==> config.mk <==
export PLATFORM = sky130hd
export DESIGN_NAME = fetch_aligner
export DESIGN_NICKNAME = d
export VERILOG_FILES = /design/src/rtl/rv_fetch_pkg.sv /design/src/rtl/fetch_aligner.sv
export SDC_FILE = /design/constraint.sdc
export NUM_CORES = 1
export LEC_CHECK = 0
export ABC_AREA = 1
export BUFFER_PORTS_ARGS = -buffer_cell sky130_fd_sc_hd__clkbuf_2
export CAP_MARGIN = 20
export CORE_MARGIN = 1
export CORE_UTILIZATION = 31
export CTS_BUF_LIST = sky130_fd_sc_hd__clkbuf_16
export DETAILED_ROUTE_END_ITERATION = 7
export HOLD_SLACK_MARGIN = 0.08
export SYNTH_ARGS = -nofsm -noshare
export SYNTH_HDL_FRONTEND = slang
export SYNTH_SLANG_ARGS = --single-unit
==> constraint.sdc <==
create_clock -name clk -period 5.4 [get_ports clk]
set_clock_uncertainty 0.05 [all_clocks]
set_input_delay 0.54 -clock clk [delete_from_list [all_inputs] [get_ports clk]]
set_output_delay 0.54 -clock clk [all_outputs]
set_load 0.01 [all_outputs]
==> src/rtl/rv_fetch_pkg.sv <==
// Shared fetch-path types and helpers: halfword type, length constants,
// aligner occupancy states and the RVC length decode.
package rv_fetch_pkg;

    localparam int unsigned XLEN      = 32;
    localparam int unsigned ILEN      = 32;
    localparam int unsigned HLEN      = 16;
    localparam int unsigned BUF_DEPTH = 3;

    typedef logic [HLEN-1:0] halfword_t;

    // Aligner buffer occupancy: number of valid halfwords held.
    typedef enum logic [1:0] {
        S0 = 2'd0,
        S1 = 2'd1,
        S2 = 2'd2,
        S3 = 2'd3
    } occ_state_t;

    // A halfword starts a 16-bit instruction unless its low two bits are 11.
    function automatic logic is_compressed(input halfword_t hw);
        return hw[1:0] != 2'b11;
    endfunction

endpackage

==> src/rtl/fetch_aligner.sv <==
// Instruction fetch aligner: turns a stream of 32-bit memory words into a
// stream of 16/32-bit instructions, handling straddling instructions and
// halfword-aligned redirects.
module fetch_aligner
    import rv_fetch_pkg::*;
#(
    parameter logic [XLEN-1:0] RESET_PC = 32'h0000_0000
) (
    input  logic            clk,
    input  logic            reset,
    output logic [XLEN-1:0] fetch_addr,
    input  logic [XLEN-1:0] mem_data,
    input  logic            mem_valid,
    output logic            mem_ready,
    input  logic            redirect,
    input  logic [XLEN-1:0] redirect_pc,
    output logic [ILEN-1:0] inst_out,
    output logic [XLEN-1:0] inst_pc,
    output logic            inst_compressed,
    output logic            inst_valid,
    input  logic            inst_ready
);

    occ_state_t      r_state;
    occ_state_t      w_state_next;
    halfword_t       r_buf [BUF_DEPTH];
    halfword_t       w_buf_next [BUF_DEPTH];
    logic            r_skip;
    logic            w_skip_next;
    logic [XLEN-1:0] r_pc;
    logic [XLEN-1:0] w_pc_next;
    logic [XLEN-1:0] r_fetch_addr;
    logic [XLEN-1:0] w_fetch_next;

    logic [1:0]      w_count;
    logic            w_hw0_comp;
    logic            w_inst_avail;
    logic            w_mem_fire;
    logic            w_inst_fire;
    logic [1:0]      w_consumed;
    logic [1:0]      w_appended;
    logic [1:0]      w_keep;
    logic [1:0]      w_count_sum;

    // Decode what the oldest buffered halfword needs and whether it is complete.
    assign w_count      = r_state;
    assign w_hw0_comp   = is_compressed(r_buf[0]);
    assign w_inst_avail = w_hw0_comp ? (w_count >= 2'd1) : (w_count >= 2'd2);

    // Instruction presentation comes from buffer state; redirect only masks valid.
    assign inst_valid      = w_inst_avail && !redirect;
    assign inst_compressed = w_inst_avail && w_hw0_comp;
    assign inst_out        = !w_inst_avail ? '0 :
                             w_hw0_comp    ? {16'h0000, r_buf[0]} :
                                             {r_buf[1], r_buf[0]};
    assign inst_pc         = r_pc;
    assign fetch_addr      = r_fetch_addr;

    // Accept a word only while at least two halfword slots are free.
    assign mem_ready   = (w_count <= 2'd1) && !redirect;
    assign w_mem_fire  = mem_valid && mem_ready;
    assign w_inst_fire = inst_valid && inst_ready;

    assign w_consumed  = !w_inst_fire ? 2'd0 : (w_hw0_comp ? 2'd1 : 2'd2);
    assign w_appended  = !w_mem_fire  ? 2'd0 : (r_skip ? 2'd1 : 2'd2);
    assign w_keep      = w_count - w_consumed;
    assign w_count_sum = w_keep + w_appended;

    // Next-state: drop consumed halfwords, append the new word, advance PCs.
    always_comb begin
        w_state_next = r_state;
        w_buf_next   = r_buf;
        w_skip_next  = r_skip;
        w_pc_next    = r_pc;
        w_fetch_next = r_fetch_addr;

        case (w_consumed)
            2'd1: begin
                w_buf_next[0] = r_buf[1];
                w_buf_next[1] = r_buf[2];
            end
            2'd2: begin
                w_buf_next[0] = r_buf[2];
            end
            default: ;
        endcase

        // w_keep is at most 1 here because mem_ready requires count <= 1.
        if (w_mem_fire) begin
            if (r_skip) begin
                case (w_keep)
                    2'd0:    w_buf_next[0] = mem_data[31:16];
                    2'd1:    w_buf_next[1] = mem_data[31:16];
                    default: ;
                endcase
            end else begin
                case (w_keep)
                    2'd0: begin
                        w_buf_next[0] = mem_data[15:0];
                        w_buf_next[1] = mem_data[31:16];
                    end
                    2'd1: begin
                        w_buf_next[1] = mem_data[15:0];
                        w_buf_next[2] = mem_data[31:16];
                    end
                    default: ;
                endcase
            end
            w_skip_next  = 1'b0;
            w_fetch_next = r_fetch_addr + 32'd4;
        end

        if (w_inst_fire) begin
            w_pc_next = r_pc + 32'({w_consumed, 1'b0});
        end

        w_state_next = occ_state_t'(w_count_sum);

        // Redirect flushes the buffer and restarts fetch at the word holding the target.
        if (redirect) begin
            w_state_next = S0;
            w_buf_next   = r_buf;
            w_skip_next  = redirect_pc[1];
            w_pc_next    = redirect_pc;
            w_fetch_next = {redirect_pc[31:2], 2'b00};
        end
    end

    // State register with synchronous reset overriding redirect and transfers.
    always_ff @(posedge clk) begin
        if (reset) begin
            r_state      <= S0;
            r_skip       <= RESET_PC[1];
            r_pc         <= {RESET_PC[31:1], 1'b0};
            r_fetch_addr <= {RESET_PC[31:2], 2'b00};
            for (int i = 0; i < BUF_DEPTH; i++) begin
                r_buf[i] <= '0;
            end
        end else begin
            r_state      <= w_state_next;
            r_skip       <= w_skip_next;
            r_pc         <= w_pc_next;
            r_fetch_addr <= w_fetch_next;
            r_buf        <= w_buf_next;
        end
    end

endmodule

### After elaboration in Yosys (flattened, before gate mapping)

Index checks and enable logic that the tools add are counted.

| storage, ports and cells | value |
|---|---|
| output and inout port bits | 99 |
| word-level logic and storage cells | 55 |
| bits in registers | 115 |
| input port bits | 69 |

| cells by class | value |
|---|---|
| bitwise operators | 2 |
| $add $sub $neg | 4 |
| equal/unequal tests | 4 |
| mux-type cells | 23 |
| order comparisons | 3 |
| reductions and logical operators | 11 |

Operators with widths:

| cell | count |
|---|---|
| $mux 32 | 7 |
| $mux 16 | 6 |
| $pmux 16 s2 | 2 |
| $mux 48 | 1 |
| $add 32x3->32 | 1 |
| $add 32x3->32 const B | 1 |
| $mux 2 | 4 |
| $logic_and 1x1->1 | 5 |
| $eq 2x1->1 const B | 2 |
| $reduce_and 4->1 | 1 |
| $reduce_bool 2->1 | 2 |
| $mux 1 | 3 |
| $add 2x2->2 | 1 |
| $eq 2x2->1 const B | 1 |
| $ge 2x1->1 const B | 1 |
| $ge 2x2->1 const B | 1 |
| $le 2x1->1 const B | 1 |
| $logic_not 2->1 | 1 |
| $ne 2x2->1 const B | 1 |
| $not 1->1 | 2 |
| $reduce_or 2->1 | 1 |
| $sub 2x2->2 | 1 |
| $logic_not 1->1 | 1 |

### Depth between registers and ports, before layout

| logic depth | value |
|---|---|
| depth in word-level cells | 10 |
| gate-level depth with buffers | 17 |
| mapped depth without buffers | 17 |

### Least setup slack after synthesis

No wires, ideal clock.

| timing path | value |
|---|---|
| path kind | input to register |
| start point | input redirect |
| end point | register r_pc[31], in the netlist inst_pc[31] |
| buffers on the path | 1 |
| data arrival time | 2.587 ns |
| setup time | 0.070 ns |
| setup slack | 2.693 ns |
| stages | 13 |
| data required time | 5.280 ns |
| cells stage by stage | inv_2 nand4_1 inv_2 buf_1 fa_1 nand2_1 nor3_1 inv_1 nor2_1 nand2_1 xnor2_1 nand3_1 a21oi_1 |

| between the ends | value |
|---|---|
| word-level cells in the longest chain between the ends | 7 |

Ends and longest elaborated chain:

| element | line | text |
|---|---|---|
| start, declared | fetch_aligner.sv:15 | `input logic redirect,` |
| $logic_not 1->1 | fetch_aligner.sv:51 | `assign inst_valid = w_inst_avail && !redirect;` |
| $logic_and 1x1->1 | fetch_aligner.sv:51 |  |
| $logic_and 1x1->1 | fetch_aligner.sv:62 | `assign w_inst_fire = inst_valid && inst_ready;` |
| $mux 2 | fetch_aligner.sv:64 | `assign w_consumed = !w_inst_fire ? 2'd0 : (w_hw0_comp ? 2'd1 : 2'd2);` |
| $add 32x3->32 | fetch_aligner.sv:114 | `w_pc_next = r_pc + 32'({w_consumed, 1'b0});` |
| $mux 32 | fetch_aligner.sv:113 | `if (w_inst_fire) begin` |
| $mux 32 | fetch_aligner.sv:120 | `if (redirect) begin` |
| end signal, assigned | fetch_aligner.sv:134 | `r_pc <= {RESET_PC[31:1], 1'b0};` |
| end signal, assigned | fetch_aligner.sv:142 | `r_pc <= w_pc_next;` |
| end, declared | fetch_aligner.sv:30 | `logic [XLEN-1:0] r_pc;` |

Parallel ways exist; a longest one is shown, timed or not. The select of a mux whose other input is x is not followed.
A chain may end at the register's enable or synchronous reset.

### Worst setup path after layout

| timing path | value |
|---|---|
| start point | register r_state[1] |
| end point | register r_buf[8] (netlist name) |

| between the ends | value |
|---|---|
| word-level cells in the longest chain between the ends | 8 |

Ends and longest elaborated chain:

| element | line | text |
|---|---|---|
| start, declared | fetch_aligner.sv:24 | `occ_state_t r_state;` |
| start signal, assigned | fetch_aligner.sv:140 | `r_state <= w_state_next;` |
| $ge 2x2->1 / $ge 2x1->1 (equally long branches) | fetch_aligner.sv:48 | `assign w_inst_avail = w_hw0_comp ? (w_count >= 2'd1) : (w_count >= 2'd2);` |
| $mux 1 | fetch_aligner.sv:48 |  |
| $logic_and 1x1->1 | fetch_aligner.sv:51 |  |
| $logic_and 1x1->1 | fetch_aligner.sv:62 |  |
| $mux 2 | fetch_aligner.sv:64 |  |
| $sub 2x2->2 | fetch_aligner.sv:66 | `assign w_keep = w_count - w_consumed;` |
| $eq 2x1->1 | fetch_aligner.sv:97 | `case (w_keep)` |
| $reduce_and 4->1 (no source line) (*) | - |  |
| end signal, assigned | fetch_aligner.sv:144 | `r_buf <= w_buf_next;` |
| end, declared | fetch_aligner.sv:26 | `halfword_t r_buf [BUF_DEPTH];` |

Every way passes the cells marked *; elsewhere a longest branch is shown, timed or not.

==> reports/metrics.yaml <==
end_kind: "flop"
setup_tns_ps: 0
grt_pass1_vias: 8671
fp-row-count: 58
dr.pass1.iters: 5
critPathArrivalTime_ps: 4320
ys.flop_type: "dfxtp_1"
max_freq_mhz: 246
avgSynthCellArea_sq_um: 5.96
nNetsFinal: 1543
cts_setup_buffers: 0
slew_viol_final: 0
async_flop_share_pct: 0
vias_per_cell: 5.29
die_h_um: 163
htree_levels: 4
overflow: 0
synth_top_area_share_pct: 28.3
grt_pass1_wl_um: 47500
synthCells: 1341
drc: 0
cts_resized: 0
start_util_pct: 31.6
slowest_stage: "nand3_2"
ys_ff_latch: 113
leakage_nw: 4.50
crit_chain: "inv_2 -> nand2_1 -> nand4_1 -> inv_1 -> ha_1 -> xor2_2 -> inv_2 -> nand2_2 -> nand3_2 -> nor2_2 -> buf_4 -> inv_1 -> o21ai_0 -> a21oi_1"
post-dp-hpwl_um: 22200
switching_share_pct: 30.8
hold_violations: 0
tritoncts: "done"
clkPwrFrac_pct: 46.6
dieWidth_um: 163
avgRoutedWirePerCell_um: 17.3
fin_crit_sh_pct: 75.3
ys_warn_count: 0
crit_family: "simple AND/OR/NAND/NOR gates"
placed_area_sq_mm: 0.00904
antenna_left: 0
tightest_slew_ps: 1060
critPathMaxFanout: 31
p_int_mw: 1.74
synth-seq-area-share_pct: 28.3
syn_area_sq_mm: 0.00799
drt-total-wl_um: 31400
hold_class: "input pin to flop"
required_ps: 5650
drtIter0Drc: 854
syn_to_final_growth_pct: 20.5
drive_gt1_share_pct: 15.5
p_per_area_mw_per_mm2: 261
stdcell_area_sq_mm: 0.00963
core_region_area_sq_mm: 0.0253
cts_buffer_depth: 2
min_period_ps: 4070
setup_viol: 0
yosysTopAreaCell: "dfxtp_1"
clk_latency_ps: 420
critPathBufInv: 5
rsz0062_at_grt: "no"
portBuffers: 165
status: "finished clean"
peakVddDrop_mv: 0.157
crit_path_max_incr_delay_ps: 600
synth_edf_count: 0
antenna_cells: 0
gp_congestion: 0.914
io_pins: 168
ys_types: 39
cts_made_buffers: 17
grt_antenna_before_repair: 0
ys_top_cells_by_area: "dfxtp_1 28%, nand2_1 19%, nand3_1 7.5%"
via_count: 9567
multiInputGateArea_sq_mm: 0.00483
drv_cap: 0
hold_buffers: 0
grt_start_max_net_pins: 72
relSlewSlack_pct: 29.4
combPwrFrac_pct: 15.9
p_seq_share_pct: 37.5
clock-sinks: 113
root_buffer: "clkbuf_16"
dieArea_sq_mm: 0.0264
crit_path_start_kind: "flop"
fill_cells: 2799
grt_usage_pct: 23.3
path_class: "flop to flop"
regArea_sq_mm: 0.00226
p_switching_uw: 776
clk_pin_slew_ps: 60
synthesized netlist by cell type (all sizes together) (2+ instances only):
master	number
ha	5
nor3b	2
a21boi	6
nand2	410
clkbuf	44
nand4	58
buf	31
dfxtp	113
xor2	28
inv	153
o221ai	2
xnor2	8
nor4	4
a31oi	22
o211ai	17
a21oi	114
nand3b	8
nand3	120
nor3	46
o21ai	44
and3	2
o31ai	2
nor2	95
final timing paths:
path,from,end,slack [ps],cells after the start
worst min register to register,r_buf[11]$_SDFFE_PP0P_,r_buf[11]$_SDFFE_PP0P_,440,2
worst max register to register,r_state[1]$_SDFF_PP0_,r_buf[8]$_SDFFE_PP0P_,1330,14
worst max-delay path,r_state[1]$_SDFF_PP0_,r_buf[8]$_SDFFE_PP0P_,1330,14
worst min-delay path,redirect_pc[0],inst_pc[0]$_SDFFE_PP0P_,330,3
worst reg2reg max path: stages, from the launching register on:
cell     delay, ps
dfxtp_1        460
inv_2          260
nand2_1        180
nand4_1        110
inv_1          160
ha_1           210
xor2_2         270
inv_2           60
nand2_2        460
nand3_2        600
nor2_2         400
buf_4          270
inv_1          210
o21ai_0        200
a21oi_1         60
per-stage QoR:
step                worst slack, ps  hold slack, ps  utilization, %  std cells  power [mW]
floorplan                      2690             394               -       1342        1.19
global placement               1590             422            35.8       1779        1.35
detailed placement             1440             427            35.8       1779        1.35
CTS                            1430             314            38.1       1810        2.52
global route                    986             355            38.1       1810        2.61
finish                         1330             333            38.1       1810        2.51
cell usage in the layout, fill, tap and decap left out, types with 3 or more instances in the layout:
master,netlist,routed
nand4_1,58,58
o21ai_0,44,44
clkinvlp_4,0,3
nand2_1,406,406
o211ai_1,17,17
buf_4,6,17
ha_1,5,5
inv_6,0,3
inv_2,5,5
a21oi_1,114,114
nor2_2,4,5
nor4_1,4,4
xor2_1,26,26
dfxtp_1,113,113
nand3b_1,8,8
nor3_1,46,46
a31oi_1,22,22
a21boi_0,6,6
nor2_1,90,89
xnor2_1,8,8
clkbuf_16,0,17
inv_1,148,149
nand3_1,119,119
clkbuf_2,0,165
bufinv_16,0,3
nand2_2,3,3
flip-flops by register name, summed over array words and instances, names as in the netlist:
register    count
r_buf          48
r_state         2
r_skip          1
fetch_addr     30
inst_pc        32
metal layers:
metal	track usage [%]	part of all wire, %	vias up
met1	31.5	44	4358
met2	34.9	44	468
met5	0	0	-
met4	11.3	3.7	0
met3	5.09	8.7	79
li1	-	-	4662
power by group through the flow:
stage	Combinational, mW	Sequential, mW	Clock [mW]
after floorplan	0.243	0.952	0
after global placement	0.391	0.959	0
after detailed placement	0.394	0.959	0
after CTS	0.396	0.941	1.18
after global routing	0.442	0.949	1.21
final	0.401	0.943	1.17
cell type report:
cell class	instances	share of cell area (%)
sequential	113	23.5
clock inverter	14	1.71
multi-input combinational	1000	50.2
inverter	154	6.00
timing repair buffer	182	9.90
tap	330	4.29
clock buffer	17	4.42
logic make-up after synthesis:
kind of cell / after synthesis / synth area share, %
and+or+nand+nor: 746 / 40.7
adders and majority gates: 6 / 1.03
other: 1 / 0.0469
buffers and inverters: 229 / 11.3
AOI/OAI and AO/OA: 210 / 14.5
xor gates and xnor gates: 36 / 4.13
DFF: 113 / 28.3
No activity file was read; power rests on OpenSTA's default activity.
